### src/rtl/dac_spi_pkg.sv
// Shared frame layout, command codes and FSM encoding for the DAC SPI responder.
package dac_spi_pkg;

  localparam int FRAME_BITS_DEF = 24;
  localparam int CMD_W          = 4;
  localparam int ADDR_W         = 4;
  localparam int DATA_W         = 16;

  typedef enum logic [CMD_W-1:0] {
    CMD_NOP    = 4'h0,
    CMD_WR_IN  = 4'h1,
    CMD_UPDATE = 4'h2,
    CMD_WR_UPD = 4'h3
  } cmd_e;

  // Field order matches the wire order: cmd arrives first (MSB first).
  typedef struct packed {
    logic [CMD_W-1:0]  cmd;
    logic [ADDR_W-1:0] addr;
    logic [DATA_W-1:0] data;
  } frame_t;

  typedef enum logic [1:0] {
    ST_IDLE      = 2'd0,
    ST_SHIFT     = 2'd1,
    ST_WAIT_HIGH = 2'd2
  } state_e;

endpackage

### src/rtl/spi_pin_sync.sv
// Multi-flop synchronizer for one asynchronous pin, with rise/fall pulses
// derived from the synchronized level.
module spi_pin_sync #(
  parameter int   STAGES     = 2,
  parameter logic IDLE_LEVEL = 1'b0
) (
  input  logic clk,
  input  logic rst_l,
  input  logic d,
  output logic q,
  output logic rise,
  output logic fall
);

  logic [STAGES-1:0] chain;
  logic              q_d;

  // NOTE: non-blocking assignments make every stage sample the previous
  // stage's old value, so the chain really is STAGES flops deep.
  always_ff @(posedge clk) begin
    if (rst_l) begin
      chain <= {STAGES{IDLE_LEVEL}};
      q_d   <= IDLE_LEVEL;
    end else begin
      chain <= {chain[STAGES-2:0], d};
      q_d   <= chain[STAGES-1];
    end
  end

  assign q    = chain[STAGES-1];
  assign rise = q & ~q_d;
  assign fall = ~q & q_d;

endmodule

### src/rtl/dac_spi_responder.sv
// SPI responder emulating a serial 16-bit DAC: frame decode, input/DAC
// registers, LDAc/CLRn handling and echo of the previous frame on SDO.
module dac_spi_responder
  import dac_spi_pkg::*;
#(
  parameter int          FRAME_BITS  = FRAME_BITS_DEF,
  parameter logic [15:0] CLEAR_CODE  = 16'h0000,
  parameter int          SYNC_STAGES = 2
) (
  input  logic        clk,
  input  logic        rst_l,
  input  logic        CSn,
  input  logic        SCK,
  input  logic        SDI,
  output logic        SDO,
  input  logic        LDAc,
  input  logic        CLRn,
  output logic [15:0] dac_code,
  output logic [15:0] input_reg,
  output logic        dac_update,
  output logic        frame_err
);

  localparam int CNT_W = $clog2(FRAME_BITS + 2);
  localparam int SET_W = $clog2(SYNC_STAGES + 1);
  localparam logic [CNT_W-1:0] CNT_FULL = CNT_W'(FRAME_BITS);
  localparam logic [CNT_W-1:0] CNT_SAT  = CNT_W'(FRAME_BITS + 1);
  localparam logic [SET_W-1:0] SETTLE_N = SET_W'(SYNC_STAGES);

  logic cs_q, cs_rise, cs_fall;
  logic sck_q, sck_rise, sck_fall;
  logic sdi_q, sdi_rise, sdi_fall;
  logic ldac_q, ldac_rise, ldac_fall;
  logic clr_q, clr_rise, clr_fall;
  logic unused_sync;

  spi_pin_sync #(.STAGES(SYNC_STAGES), .IDLE_LEVEL(1'b1)) u_sync_cs (
    .clk(clk), .rst_l(rst_l), .d(CSn), .q(cs_q), .rise(cs_rise), .fall(cs_fall));
  spi_pin_sync #(.STAGES(SYNC_STAGES), .IDLE_LEVEL(1'b0)) u_sync_sck (
    .clk(clk), .rst_l(rst_l), .d(SCK), .q(sck_q), .rise(sck_rise), .fall(sck_fall));
  spi_pin_sync #(.STAGES(SYNC_STAGES), .IDLE_LEVEL(1'b0)) u_sync_sdi (
    .clk(clk), .rst_l(rst_l), .d(SDI), .q(sdi_q), .rise(sdi_rise), .fall(sdi_fall));
  spi_pin_sync #(.STAGES(SYNC_STAGES), .IDLE_LEVEL(1'b1)) u_sync_ldac (
    .clk(clk), .rst_l(rst_l), .d(LDAc), .q(ldac_q), .rise(ldac_rise), .fall(ldac_fall));
  spi_pin_sync #(.STAGES(SYNC_STAGES), .IDLE_LEVEL(1'b1)) u_sync_clr (
    .clk(clk), .rst_l(rst_l), .d(CLRn), .q(clr_q), .rise(clr_rise), .fall(clr_fall));

  assign unused_sync = &{sck_q, sdi_rise, sdi_fall, ldac_q, ldac_rise, clr_rise};

  state_e                state;
  logic [SET_W-1:0]      settle_cnt;
  logic                  settled;
  logic [CNT_W-1:0]      bit_cnt;
  logic [FRAME_BITS-1:0] rx_sr;
  logic [FRAME_BITS-1:0] echo_sr;
  logic [FRAME_BITS-1:0] echo_src;
  frame_t                frame;
  logic                  commit;
  logic [15:0]           commit_in;
  logic [15:0]           commit_dac;
  logic                  commit_upd;

  // Synchronizers come out of reset at idle levels, not pin levels; the FSM
  // waits until they have flushed before trusting CSn high.
  assign settled = (settle_cnt == SETTLE_N);
  assign frame   = rx_sr[FRAME_BITS-1 -: $bits(frame_t)];
  assign commit  = (state == ST_SHIFT) && cs_rise && (bit_cnt == CNT_FULL);

  // NOTE: every output gets a default first, so no path leaves a latch.
  always_comb begin
    commit_in  = input_reg;
    commit_dac = dac_code;
    commit_upd = 1'b0;
    if (commit && frame.addr == '0) begin
      case (frame.cmd)
        CMD_WR_IN:  commit_in = frame.data;
        CMD_UPDATE: begin
          commit_dac = input_reg;
          commit_upd = 1'b1;
        end
        CMD_WR_UPD: begin
          commit_in  = frame.data;
          commit_dac = frame.data;
          commit_upd = 1'b1;
        end
        default: ;
      endcase
    end
  end

  always_ff @(posedge clk) begin
    if (rst_l) begin
      state      <= ST_WAIT_HIGH;
      settle_cnt <= '0;
      bit_cnt    <= '0;
      rx_sr      <= '0;
      echo_sr    <= '0;
      echo_src   <= '0;
      SDO        <= 1'b0;
      input_reg  <= CLEAR_CODE;
      dac_code   <= CLEAR_CODE;
      dac_update <= 1'b0;
      frame_err  <= 1'b0;
    end else begin
      frame_err <= 1'b0;
      if (!settled) settle_cnt <= settle_cnt + 1'b1;

      case (state)
        ST_WAIT_HIGH: begin
          SDO <= 1'b0;
          if (settled && cs_q) state <= ST_IDLE;
        end
        ST_IDLE: begin
          SDO <= 1'b0;
          if (cs_fall) begin
            state   <= ST_SHIFT;
            bit_cnt <= '0;
            echo_sr <= echo_src;
            SDO     <= echo_src[FRAME_BITS-1];
          end
        end
        ST_SHIFT: begin
          if (cs_rise) begin
            state <= ST_IDLE;
            SDO   <= 1'b0;
            if (bit_cnt == CNT_FULL) echo_src  <= rx_sr;
            else                     frame_err <= 1'b1;
          end else begin
            if (sck_rise) begin
              rx_sr <= {rx_sr[FRAME_BITS-2:0], sdi_q};
              if (bit_cnt != CNT_SAT) bit_cnt <= bit_cnt + 1'b1;
            end
            if (sck_fall) begin
              echo_sr <= {echo_sr[FRAME_BITS-2:0], 1'b0};
              SDO     <= echo_sr[FRAME_BITS-2];
            end
          end
        end
        default: state <= ST_WAIT_HIGH;
      endcase

      // CLRn overrides everything; LDAc sees the input_reg a same-cycle commit wrote.
      if (!clr_q) begin
        input_reg  <= CLEAR_CODE;
        dac_code   <= CLEAR_CODE;
        dac_update <= clr_fall;
      end else begin
        input_reg  <= commit_in;
        dac_code   <= ldac_fall ? commit_in : commit_dac;
        dac_update <= commit_upd | ldac_fall;
      end
    end
  end

endmodule

### config.mk
export PLATFORM = sky130hd
export DESIGN_NAME = dac_spi_responder
export DESIGN_NICKNAME = d
export VERILOG_FILES = /design/src/rtl/dac_spi_pkg.sv /design/src/rtl/spi_pin_sync.sv /design/src/rtl/dac_spi_responder.sv
export SDC_FILE = /design/constraint.sdc
export NUM_CORES = 1
export LEC_CHECK = 0
export BUFFER_PORTS_ARGS = -buffer_cell sky130_fd_sc_hd__buf_2
export CAP_MARGIN = 20
export CORE_MARGIN = 2
export CORE_UTILIZATION = 30
export CTS_CLUSTER_SIZE = 30
export DETAILED_ROUTE_END_ITERATION = 12
export HOLD_SLACK_MARGIN = 0.08
export PLACE_DENSITY_LB_ADDON = 0.12
export SYNTH_ARGS = -nofsm -noshare
export SYNTH_HDL_FRONTEND = slang
export SYNTH_SLANG_ARGS = --single-unit
### constraint.sdc
create_clock -name clk -period 2.1 [get_ports clk]
set_clock_uncertainty 0.15 [all_clocks]
set_input_delay 0.105 -clock clk [delete_from_list [all_inputs] [get_ports clk]]
set_output_delay 0.105 -clock clk [all_outputs]
set_load 0.01 [all_outputs]
# Word-level counts from Yosys, hierarchy flattened
# Index checks and enable logic that the tools add are counted.
# W data, S select, Z words.
# classes
mux,26
n_reduce_logical,21
eq_ne,16
n_addsub,2
bitwise,15
# ops
op,n
$mux W23,3
$mux W16,4
$pmux W23 S2,1
$pmux W16 S2,1
$mux W5,4
$ne A2 B2 Y1 const B,6
$pmux W5 S2,1
$reduce_and A3 Y1,3
$eq A4 B2 Y1 const B,2
$not A1 Y1,8
$mux W1,7
$and A1 B1 Y1,6
$mux W2,3
$pmux W2 S3,1
$reduce_bool A3 Y1,2
$reduce_or A2 Y1,3
$add A5 B1 Y5 const B,1
$eq A5 B5 Y1 const B,1
$ne A5 B5 Y1 const B,1
$reduce_and A5 Y1,1
$eq A2 B2 Y1 const B,2
$eq A4 B1 Y1 const B,1
$logic_and A1 B1 Y1,4
$logic_not A4 Y1,1
11 further kinds,13
# word_totals
elab_cells,100
reg_bits,129

# Depth between registers and ports, before layout
# depth
depth_word,8
mapped_depth,8

# By module
# A second synthesis with hierarchy kept.
# unflattened
hier_cells,579
hier_area_um2,5212.5
# modules_own_cells
mod,n_inst,area_each_um2,cells_per_inst
dac_spi_responder,1,4752.1,539
spi_pin_sync at u_sync_clr ...,3,92.6,8
spi_pin_sync at u_sync_sck ...,2,91.3,8

# Worst setup path before layout
# No wires, ideal clock.
# synth_path
path_kind,flip-flop to flip-flop
from,register rx_sr[16] (netlist: frame[16])
to,register dac_code[0]
setup_slack_ns,-0.053
t_required_ns,1.817
arrival_time_ns,1.870
setup_time_ns,0.133
n_path_buf,2
stages_incl_launch_ff,7
path_cell_list,dfxtp_1 > or4_4 > or4_4 > buf_6 > buf_12 > mux2i_1 > o22ai_1
# synth_via
elab_chain_len,4
elab_cells_between_ends,6
classes_between,mux: 2; reduce/logical: 4
# synth_lines
element,line,rtl
start: declaration,dac_spi_responder.sv:54,logic [FRAME_BITS-1:0] rx_sr;
start signal: assignment,dac_spi_responder.sv:130,"rx_sr <= {rx_sr[FRAME_BITS-2:0], sdi_q};"
$logic_not A4 Y1 (*),dac_spi_responder.sv:74,if (commit && frame.addr == '0) begin
$logic_and A1 B1 Y1 (*),dac_spi_responder.sv:74,
$mux W16 or $reduce_bool A2 Y1 (tied branches),--,
$mux W16 or $reduce_and A2 Y1 (tied branches),--,
end signal: assignment,dac_spi_responder.sv:149,dac_code <= ldac_fall ? commit_in : commit_dac;
end: declaration,dac_spi_responder.sv:18,"output logic [15:0] dac_code,"
# Mark *: on every way between the ends. The rest lies on a longest branch, timed or not.
# A chain may end at the register's enable or synchronous reset.

# Worst setup path in the final report
# layout_path
from,register rx_sr[16] (netlist: frame[16])
to,register dac_code[5]
# The elaborated chain is that of the path after synthesis.

==> run summary <==
Status = finished, violations left
Failing checks = negative setup slack
Crit Path Class = flop to flop
RSZ-0062 raised after global routing = yes
Die area = 18,500 um^2
Synth Area in Compound Gates = 16.5%
Final setup TNS = -36.1 ps
Async SR Flop Fraction = 0%
Post-Synth Simple-Gate Area = 18.4%
Placer congestion estimate = 0.707
Post-synth EDFFs = 0
Main area contributors after synthesis = dfxtp_1 50%, nand2_1 10%, a21oi_1 7.5%, mux2i_1 6.3%, a211o_1 3.7%
Slew @ Worst Pin = 756 ps
Largest net degree at the start of global routing = 93
Initial antenna violation count = 0
Fin crit share = 101%
H-tree depth = 4
Initial Util = 30.5%
Sw Share = 22.3%
Drt first pass iters = 4
Mux contribution to synthesized area = 9.79%
Switching power = 0.00123 W
Dpl cells = 847
Max-cap violations = 0
Root buf cell = clkbuf_16
Relative slew slack = 49.5%
DR iter-0 viols = 145
P&R area growth vs syn = 25.7%
CP arrival = 2230 ps
GR Util met2 = 21.7%
Max Clock Freq = 471 MHz
Die Wd = 136 um
Worst-path maximum fanout = 16
Power share of the combinational group = 5.5%
Die Y = 136 um
Detailed Route WL = 12,500 um
Hold crit path type = primary input to flop
Number of fillers in the final layout = 1,760
Final #Nets = 662
Final worst path period need = 2120 ps
Fin cells = 889
Sink Count = 129
Vias post-DR = 4,227
CTS Buffer Depth = 2
Final hold violation count = 0
I/O Pins = 42
Drc violations = 0
Routed length per placed instance = 14.0 um
Post-Synthesis Cells = 600
CP max-delay cell = or4_4
DP Wirelength = 7850 um
Post-synthesis xor/xnor area fraction = 0.336%
Synth warnings = 0
Vias in the first global route = 4,092
Grt met3 use = 3.43%
CP most frequent cell = or4_4
Mapped Avg Cell Area = 8.69 um^2
Clock Latency Late Sink = 410 ps
Post-synth top area cell = dfxtp_1
Internal power = 0.00430 W
Clock power share = 49.2%
Power per cell area = 845 nW/um^2
Post-synthesis sequential area ratio = 49.5%
Slew Limit Fails = 0
CP max stage delay = 550 ps
Inserted Clock Buffers = 17
Syn Nets = 611
Vias/cell = 4.75
Yosys top cell area share = 49.5%
Core area = 17,100 um^2
Busiest metal layer after global routing = met2
Syn Std Cell Area = 5220 um^2
Post-DRT Antenna Nets = 0
Gr usage total = 14.0%
Share of layout cells above drive strength 1 = 21.8%
Seq cells post-synth = 129
Met1 usage = 18.4%
Diodes inserted = 0
P_leak = 2.36 nW
First-pass GRT wire length = 20,400 um
Worst R2R Setup Slack = -20 ps
Unique masters post-synth = 42
Total Power = 0.00553 W
GRT overflow = 0
Adder-cell share of the synthesized area = 0.960%
Crit path setup slack, layout = -22.6 ps
Main combinational cell family by area after synthesis = simple AND/OR/NAND/NOR gates
Worst-path clk slew = 50 ps
Port Buf Inserts = 41
Cell Chain, Critical Path = or4_4 -> or4_4 -> buf_12 -> mux2i_2 -> o22ai_1
Top_reg_cell synth = dfxtp_1
# rows = 48
Final number of setup-violating endpoints = 4
Startpoint types = flop
CP Capture Type = flop
Max VDD drop = 0.445 mV
Worst Path Required = 2210 ps
Seq pwr share = 45.3%
CTS tree = done
worst paths after layout:
| kind | start | to | depth (start not counted) |
|---|---|---|---|
| min | CSn | u_sync_cs.chain[0] | 3 |
| min reg2reg | u_sync_clr.chain[0] | u_sync_clr.chain[1] | 1 |
| max | frame[16] | dac_code[5] | 5 |
| max reg2reg | frame[16] | dac_code[5] | 5 |
per-layer routing:
| metal | wire length [um] | up-vias | part of all wire [%] |
|---|---|---|---|
| met5 | 0 | - | 0 |
| met4 | 225 | 0 | 1.8 |
| met3 | 419 | 17 | 3.4 |
| met2 | 5560 | 71 | 45 |
| met1 | 6260 | 1986 | 50 |
| li1 | - | 2153 | - |
stage by stage:
step | hold slack (ps) | setup WS (ps) | utilization, % | area [um^2]
3_3_place_gp | 140 | -5.75 | 33.9 | 5800
5_1_grt | 266 | -64.7 | 38.3 | 6550
2_1_floorplan | 58.8 | 0.807 | - | 5220
4_1_cts | 239 | -7.02 | 37.6 | 6430
6_report | 256 | -22.6 | 38.3 | 6550
3_5_place_dp | 140 | -55.5 | 33.9 | 5800
placed cells by master (no fill, tap or decap), types with 5 or more instances in the layout:
cell type,count
clkinv_2,5
mux2i_2,6
a21oi_1,78
clkbuf_1,6
dfxtp_1,128
buf_2,41
o21ai_1,6
buf_12,6
buf_4,20
nand2_1,144
mux2_2,16
dlygate4sd3_1,6
mux2i_1,26
o22ai_1,17
nor2_1,24
a211o_1,22
o21ai_0,20
or2_2,12
nand3_1,5
clkbuf_16,19
nor2b_1,8
inv_1,7
layout make-up:
class                           instances  area (um^2)  share of cell area, %
Sequential cell                       129         2580                   39.4
Timing Repair Buffer                   79          634                   9.68
Multi-Input combinational cell        417         2480                   37.9
Clock inverter                          6         55.1                  0.840
Clock buffer                           26          489                   7.46
Inverter                                7         26.3                  0.401
Tap cell                              225          282                   4.30
synth_stat cells, drive strengths merged, types with 3 or more instances:
cell	number
a211o	22
a21oi	78
buf	6
clkbuf	41
dfxtp	129
ha	4
inv	7
mux2	16
mux2i	33
nand2	144
nand2b	3
nand3	5
nor2	24
nor2b	8
o21ai	26
o22ai	17
or2	12
or3	3
power by group through the flow:
stage	Sequential, W	Clock [W]	Combinational [W]
global placement	0.00256	0	0.000277
detailed placement	0.00256	0	0.000288
finish	0.00251	0.00272	0.000304
floorplan	0.00255	0	0.000208
global route	0.00251	0.00290	0.000346
CTS	0.00251	0.00280	0.000297
logic make-up after synthesis:
| group | count (synthesis) |
|---|---|
| simple gates | 214 |
| compound gates | 148 |
| flops | 129 |
| buf+inv | 54 |
| mux | 49 |
| fa+ha+maj | 4 |
| xor+xnor | 2 |
worst max-delay path: cells and delay by family (launching register included):
family / cells / cell delay, ps
flip-flops: 1 / 310
AND/OR/NAND/NOR: 2 / 990
multiplexers: 1 / 220
buffers and inverters: 1 / 190
AO/OA/AOI/OAI: 1 / 110
timing repair:
item                                    CTS  global route
buffers inserted                          1             1
pin swaps                                 0             2
resized for setup                         2            16
hold endpoints to repair                 54             0
hold buffers                              6             0
endpoints found under the setup margin   16            42
cloned                                    0             2
(Power assumes the default switching activity.)
